## src/rtl/mk_sync_hs_pkg.sv

```systemverilog
// ---------------------------------------------------------------------------
// mk_sync_hs_pkg
// Shared definitions for the destination side of the 4-phase req/ack
// clock-domain-crossing handshake:
//   - FSM state encodings and the 2-bit state enum (IDLE/VALID/ACK)
//   - minimum legal depth of the request synchroniser
// ---------------------------------------------------------------------------
package mk_sync_hs_pkg;

  localparam logic [1:0] ST_IDLE_ENC  = 2'b00;
  localparam logic [1:0] ST_VALID_ENC = 2'b01;
  localparam logic [1:0] ST_ACK_ENC   = 2'b10;

  localparam int SYNC_STAGE_MIN = 2;

  typedef enum logic [1:0] {
    ST_IDLE  = ST_IDLE_ENC,
    ST_VALID = ST_VALID_ENC,
    ST_ACK   = ST_ACK_ENC
  } hs_state_e;

endpackage

```

## src/rtl/mk_sync_l2l.sv

```systemverilog
// ---------------------------------------------------------------------------
// mk_sync_l2l
// Level-to-level multi-flop synchroniser for a single asynchronous bit.
// Parameters:
//   SYNC_STAGE  - number of flops in the chain (>= SYNC_STAGE_MIN)
//   RESET_VALUE - value loaded into every flop during reset
// Ports:
//   clk    - destination clock
//   resetn - asynchronous active-low reset
//   d      - asynchronous input level
//   q      - synchronised level, SYNC_STAGE clock edges after d
// ---------------------------------------------------------------------------
module mk_sync_l2l
  import mk_sync_hs_pkg::*;
#(
  parameter int   SYNC_STAGE  = 2,
  parameter logic RESET_VALUE = 1'b0
) (
  input  logic clk,
  input  logic resetn,
  input  logic d,
  output logic q
);

  if (SYNC_STAGE < SYNC_STAGE_MIN) begin : g_bad_depth
    $error("mk_sync_l2l: SYNC_STAGE must be at least %0d", SYNC_STAGE_MIN);
  end

  logic [SYNC_STAGE-1:0] sync_q;
  logic [SYNC_STAGE-1:0] sync_d;

  always_comb begin
    sync_d = {sync_q[SYNC_STAGE-2:0], d};
  end

  always_ff @(posedge clk or negedge resetn) begin
    if (!resetn) begin
      sync_q <= {SYNC_STAGE{RESET_VALUE}};
    end else begin
      sync_q <= sync_d;
    end
  end

  assign q = sync_q[SYNC_STAGE-1];

endmodule

```

## src/rtl/mk_sync_hs_rx.sv

```systemverilog
// ---------------------------------------------------------------------------
// mk_sync_hs_rx
// Destination endpoint of a 4-phase req/ack CDC handshake. The request level
// is synchronised, the quasi-static data bus is captured on the synchronised
// request rise, offered locally on a valid/ready interface, and an ack level
// is returned to the source once the word has been accepted.
//
// Parameters:
//   DATA_WIDTH - transferred word width (1..1024)
//   SYNC_STAGE - request synchroniser depth (2..4)
// Ports:
//   clk        - destination clock
//   resetn     - asynchronous active-low reset
//   req_async  - request level from source domain (unsynchronised)
//   data_async - source data, stable from req rise until ack rise
//   ack        - registered acknowledge level to source domain
//   out_valid  - captured word available
//   out_ready  - local consumer accepts word
//   out_data   - captured word, stable while out_valid
//   err        - sticky protocol-error flag
//
// Optional feature macro: MK_SYNC_HS_RX_ERR_EN
//   defined   - err latches when the request drops while a word is pending
//   undefined - err is tied low, no detection logic
//
// data_async is deliberately not synchronised: the protocol holds it stable
// across the capture point, so it is a false-path / max-delay crossing.
// ---------------------------------------------------------------------------
module mk_sync_hs_rx
  import mk_sync_hs_pkg::*;
#(
  parameter int DATA_WIDTH = 32,
  parameter int SYNC_STAGE = 2
) (
  input  logic                  clk,
  input  logic                  resetn,
  input  logic                  req_async,
  input  logic [DATA_WIDTH-1:0] data_async,
  output logic                  ack,
  output logic                  out_valid,
  input  logic                  out_ready,
  output logic [DATA_WIDTH-1:0] out_data,
  output logic                  err
);

  logic                  req_s;
  hs_state_e             state_q;
  hs_state_e             state_d;
  logic [DATA_WIDTH-1:0] data_q;
  logic [DATA_WIDTH-1:0] data_d;

  mk_sync_l2l #(
    .SYNC_STAGE  (SYNC_STAGE),
    .RESET_VALUE (1'b0)
  ) u_req_sync (
    .clk    (clk),
    .resetn (resetn),
    .d      (req_async),
    .q      (req_s)
  );

  always_comb begin
    state_d = state_q;
    data_d  = data_q;
    case (state_q)
      ST_IDLE: begin
        // Only capture point for data_async.
        if (req_s) begin
          data_d  = data_async;
          state_d = ST_VALID;
        end
      end
      ST_VALID: begin
        if (out_ready) begin
          state_d = ST_ACK;
        end
      end
      ST_ACK: begin
        // Holding ack until the request falls completes the 4-phase cycle
        // and guarantees IDLE never sees a stale high request.
        if (!req_s) begin
          state_d = ST_IDLE;
        end
      end
      default: begin
        state_d = ST_IDLE;
      end
    endcase
  end

  always_ff @(posedge clk or negedge resetn) begin
    if (!resetn) begin
      state_q <= ST_IDLE;
      data_q  <= '0;
    end else begin
      state_q <= state_d;
      data_q  <= data_d;
    end
  end

  // Outputs decode directly from flops, so they are glitch-free registers.
  assign ack       = (state_q == ST_ACK);
  assign out_valid = (state_q == ST_VALID);
  assign out_data  = data_q;

`ifdef MK_SYNC_HS_RX_ERR_EN
  logic err_q;
  logic err_d;

  always_comb begin
    err_d = err_q | ((state_q == ST_VALID) && !req_s);
  end

  always_ff @(posedge clk or negedge resetn) begin
    if (!resetn) begin
      err_q <= 1'b0;
    end else begin
      err_q <= err_d;
    end
  end

  assign err = err_q;

  always @(posedge clk) begin
    if (resetn) begin
      assert (!((state_q == ST_VALID) && !req_s))
        else $warning("mk_sync_hs_rx: request dropped while word pending");
    end
  end
`else
  assign err = 1'b0;
`endif

endmodule

```

## config.mk

```make
export PLATFORM = sky130hd
export DESIGN_NAME = mk_sync_hs_rx
export DESIGN_NICKNAME = d
export VERILOG_FILES = /design/src/rtl/mk_sync_hs_pkg.sv /design/src/rtl/mk_sync_l2l.sv /design/src/rtl/mk_sync_hs_rx.sv
export SDC_FILE = /design/constraint.sdc
export NUM_CORES = 1
export LEC_CHECK = 0
export CORE_ASPECT_RATIO = 1.2
export CORE_UTILIZATION = 30
export CTS_CLUSTER_SIZE = 12
export DETAILED_ROUTE_END_ITERATION = 8
export HOLD_SLACK_MARGIN = 0.02
export SETUP_SLACK_MARGIN = 0.05
export SYNTH_ARGS = -nofsm -noshare
export SYNTH_HDL_FRONTEND = slang
export SYNTH_SLANG_ARGS = --single-unit
```

## constraint.sdc

```tcl
create_clock -name clk -period 1.9 [get_ports clk]
set_input_delay 0.19 -clock clk [delete_from_list [all_inputs] [get_ports clk]]
set_output_delay 0.19 -clock clk [all_outputs]
set_load 0.03 [all_outputs]
```

### After elaboration in Yosys (flattened, before gate mapping)

Index checks and enable logic that the tools add are counted.

| word-level totals | value |
|---|---|
| flip-flop bits (word level) | 36 |
| output and inout port bits | 35 |
| RAM bits | 0 |
| input bits | 36 |
| ROM bits | 0 |
| latch bits | 0 |
| memories kept | 0 |
| logic and storage cells | 15 |

| cells by class | value |
|---|---|
| reductions and logical operators | 3 |
| multiplexer cells | 4 |
| add/subtract/negate cells | 0 |
| div/mod/pow operators | 0 |
| bitwise logic cells | 0 |
| shifts and indexed selects | 0 |
| multiply operators | 0 |
| equality and inequality tests | 5 |
| order comparisons | 0 |

Operators with widths:

| kind | count |
|---|---|
| two-way mux 2 bit | 3 |
| one-hot mux 2 bit (3 select lines) | 1 |
| != test 2 x 1 -> 1 bit (second input constant) | 2 |
| AND reduction 3 bit | 1 |
| == test 2 x 1 -> 1 bit (second input constant) | 1 |
| == test 2 bit (second input constant) | 1 |
| logical NOT 2 bit | 1 |
| != test 2 bit (second input constant) | 1 |
| AND reduction 2 bit | 1 |

### Longest topological paths before layout

| depth | value |
|---|---|
| word-level depth | 3 |
| mapped depth | 3 |
| gate-level depth less buffers | 2 |

### Hierarchy

Synthesis repeated with hierarchy kept, for this count alone.

| unflattened totals | value |
|---|---|
| cell total of the unflattened synthesis | 79 |
| area total of the unflattened synthesis | 1,357.6 um^2 |

By module, submodules not included:

| module | sequential area each (um^2) | area an instance (um^2) | times used | cells an instance |
|---|---|---|---|---|
| mk_sync_hs_rx | 850.8 | 1,307.5 | 1 | 77 |
| mk_sync_l2l | 50.0 | 50.0 | 1 | 2 |

### Worst setup path before layout

OpenSTA, ideal clock, no wires.

| timing path | value |
|---|---|
| kind | register to register |
| start point | register state_q[1] |
| end point | register data_q[0], in the netlist out_data[0] |
| setup slack | 533 ps |
| clock period less this slack | 1,367 ps |
| arrival time | 1,242 ps |
| cell stages (with the launch flop) | 4 |
| data required time | 1,775 ps |
| setup time | 125 ps |
| buffers on the path | 1 |
| path through | dfrtp_1 > nor3b_4 > buf_6 > mux2_2 |

| between the ends | value |
|---|---|
| cells in the longest elaborated chain, start to end | 2 |

RTL lines:

| what | line | text |
|---|---|---|
| from (decl) | mk_sync_hs_rx.sv:47 | `hs_state_e state_q;` |
| from (signal assigned) | mk_sync_hs_rx.sv:96 | `state_q <= state_d;` |
| logical NOT 2 bit | mk_sync_hs_rx.sv:65 | `case (state_q)` |
| AND reduction 2 bit (no source line) | - |  |
| to (signal assigned) | mk_sync_hs_rx.sv:97 | `data_q <= data_d;` |
| to (decl) | mk_sync_hs_rx.sv:49 | `logic [DATA_WIDTH-1:0] data_q;` |

Every way passes these cells.
A chain may end at the register's enable or synchronous reset.

### Worst setup path in the final report

| timing path | value |
|---|---|
| start point | register state_q[1] |
| end point | output ack |

| between the ends | value |
|---|---|
| cells in the longest elaborated chain, start to end | 1 |

RTL lines:

| what | line | text |
|---|---|---|
| == test 2 bit | mk_sync_hs_rx.sv:102 | `assign ack = (state_q == ST_ACK);` |
| to (decl) | mk_sync_hs_rx.sv:39 | `output logic ack,` |

Every way passes these cells.

==> metrics.md <==
| Metric | Value |
|---|---|
| DRT iter0 DRCs | 26 |
| Detailed-route wire length per cell | ~13 µm |
| H-tree depth | 2 |
| Worst-Margin Slew | between 0.7 and 0.8 ns |
| Largest net degree at the start of global routing | 37 |
| Slew HR | between 40% and 50% |
| Syn_area_per_cell | roughly 17 µm² |
| Dpl ws | 0.424 ns |
| Max-slew violation count | 0 |
| Max cap viols | 0 |
| Worst Skew | between 0.005 and 0.006 ns |
| Tot Pwr | 0.00411 W |
| Worst endpoint required time | around 1.7 ns |
| Share of layout cells above drive strength 1 | between 20% and 30% |
| Starting density of the core | approximately a third |
| Die Ht | between 70 and 80 µm |
| Die Width | between 60 and 70 µm |
| Multi-input gate area | 423 µm² |
| RSZ-0062 raised after global routing | false |
| Clk Latency, worst-skew pair | approximately 0.28 ns |
| Max stage delay on crit path | 0.67 ns |
| PD cells | between 1500 and 2000 nW/µm² |
| Top delay family on crit path | buffers and inverters |
| Core Area | approximately 4300 µm² |
| Synth Area in Adders | 0% |
| Drt via density | 4.38 |
| PostCTS Resize Cnt | 0 |
| Area grow syn2layout | 61.1% |
| Unique masters post-synth | 13 |
| TritonCTS buffer count | 5 |
| Initial antenna violation count | 0 |
| Buf/Inv on CP | 1 |
| Site Rows | 26 |
| N_diodes | 0 |
| Final ANT Viol Nets | 0 |
| Grt ovf | 0 |
| Number of fill cells in the layout | 371 |
| CP Launch Type | flip-flop |
| Simple logic cell fraction of the synthesized area | around 3.9% |
| Fmax achieved | between 500 and 600 MHz |
| Run status | complete, no violations |
| Deepest clock path buffer count | 2 |
| Multiplexer area fraction after synthesis | 26.4% |
| Synth Area in Compound Gates | less than 1% |
| Ys Warns | 0 |
| Largest family of logic cells by synthesized area | multiplexers |
| First-pass GRT wire length | between 4000 and 5000 µm |
| Register bit total from synthesis | 36 |
| Vias in the first global route | between 900 and 1000 |
| Nets | approximately 190 |
| Slowest-stage cell, CP | clkdlybuf4s50_1 |
| Crit. End Element | output pin |
| Setup CP Type | reg2out |
| Setup TNS | 0 ns |
| HPWL Detailed | just over 2000 µm |
| Final setup viols | 0 |
| CTS Sinks | 36 |
| Util after Layout | between 50% and 60% |
| Pleak | 0.892 nW |
| Via count | slightly above 900 |
| Pre-antenna DRT Iters | 4 |
| Placer congestion estimate | 0.659 |
| Minimum clock period | ~1.8 ns |
| Routed WL | roughly 2800 µm |
| Critical Path, Cell by Cell | nor2b_1, clkdlybuf4s50_1 |
| Register Area | 901 µm² |
| Port Buffers | around 70 |
| Fin crit share | ~93% |
| Synthesized instance count | between 80 and 90 |
| CTS tree | yes |
| CP arrival | ~1.6 ns |
| Syn_nets | roughly 120 |
| DIE AREA | about 4800 µm² |
| Cell Area, Synth | between 1000 and 1500 µm² |
| VDD IR max | roughly 0.85 mV |
| Hold Vio Cnt, Final | 0 |
| Sequential-to-total area share from yosys stat | approximately two thirds |
| Post-Synth XOR/XNOR Area | 0% |
| Residual DRC | 0 |
| Io pins | slightly above 70 |
| Hold Crit Class | in2reg |
| Crit path max fanout | 6 |
| Clock root buffer | clkbuf_8 |
| Fin worst setup slack | about 0.13 ns |
| Worst-path clk slew | ~0.060 ns |
| Tot GR Track Use | 11.7% |
layer usage:
metal	routed length [µm]	track usage, %	vias to the layer above
met3	254	6.59	2
li1	-	-	425
met1	1110	12.5	456
met5	0	0	-
met2	1430	19.3	45
met4	12	5.30	0
layout by cell type, fill, tap and decap left out, types with 2 or more instances in the layout:
cell and n:
clkbuf_1 2, clkbuf_8 6, clkdlybuf4s50_1 68, dfrtp_1 36, mux2_1 2, mux2_2 30
nor2b_1 2
synthesized netlist by cell type, drive strengths merged:
master   n  area (µm²)
buf      4        41.3
conb     1        3.75
dfrtp   36         901
mux2    32         360
nand2    1        3.75
nand3b   1        7.51
nor2     1        3.75
nor2b    2        12.5
nor3b    2        26.3
o21ai    1        5.00
report_power, final:
part	switching, W	internal [W]
clock network	0.000245	0.000295
registers	0.000217	0.00114
logic	0.00114	0.00107
registers in the layout, indices dropped and copies added, names as in the netlist:
signal and flops:
u_req_sync.sync_q 2, state_q 2, out_data 32
through the flow:
step | cell area (µm²) | hold WS [ns] | instances
2_1_floorplan | 1370 | -0.106 | 81
4_1_cts | 2200 | 0.333 | 212
3_5_place_dp | 2100 | 0.320 | 203
6_report | 2200 | 0.349 | 212
5_1_grt | 2200 | 0.330 | 212
3_3_place_gp | 2100 | 0.310 | 203
cells by family after synthesis:
family | count (synthesis)
multiplexers | 32
flip-flops | 36
AND/OR/NAND/NOR | 7
other | 1
buffers and inverters | 4
AO/OA/AOI/OAI | 1
path summary, 6_finish.rpt:
kind	start	to	slack (ns)	cells after the start
max	state_q[1]$_DFFE_PN0P_	ack	0.13	2
min	req_async	u_req_sync.sync_q[0]$_DFF_PN0_	0.35	1
max reg2reg	state_q[1]$_DFFE_PN0P_	out_data[5]$_DFFE_PN0P_	0.48	3
min reg2reg	u_req_sync.sync_q[0]$_DFF_PN0_	u_req_sync.sync_q[1]$_DFF_PN0_	0.36	0
max in group asynchronous	resetn	out_data[31]$_DFFE_PN0P_	0.88	2
min in group asynchronous	resetn	out_data[15]$_DFFE_PN0P_	0.53	2
layout make-up:
| cell class | count | area share, % |
|---|---|---|
| multi-input combinational | 41 | 19.2 |
| sequential | 36 | 41.0 |
| timing repair buffer | 71 | 32.5 |
| tap | 56 | 3.19 |
| clock buffer | 8 | 4.10 |
timing repair:
action,in CTS,in global routing
buffers inserted,0,0
hold buffers,1,0
setup endpoints to repair,0,0
hold endpoints to repair,29,0
(Power assumes the default switching activity.)
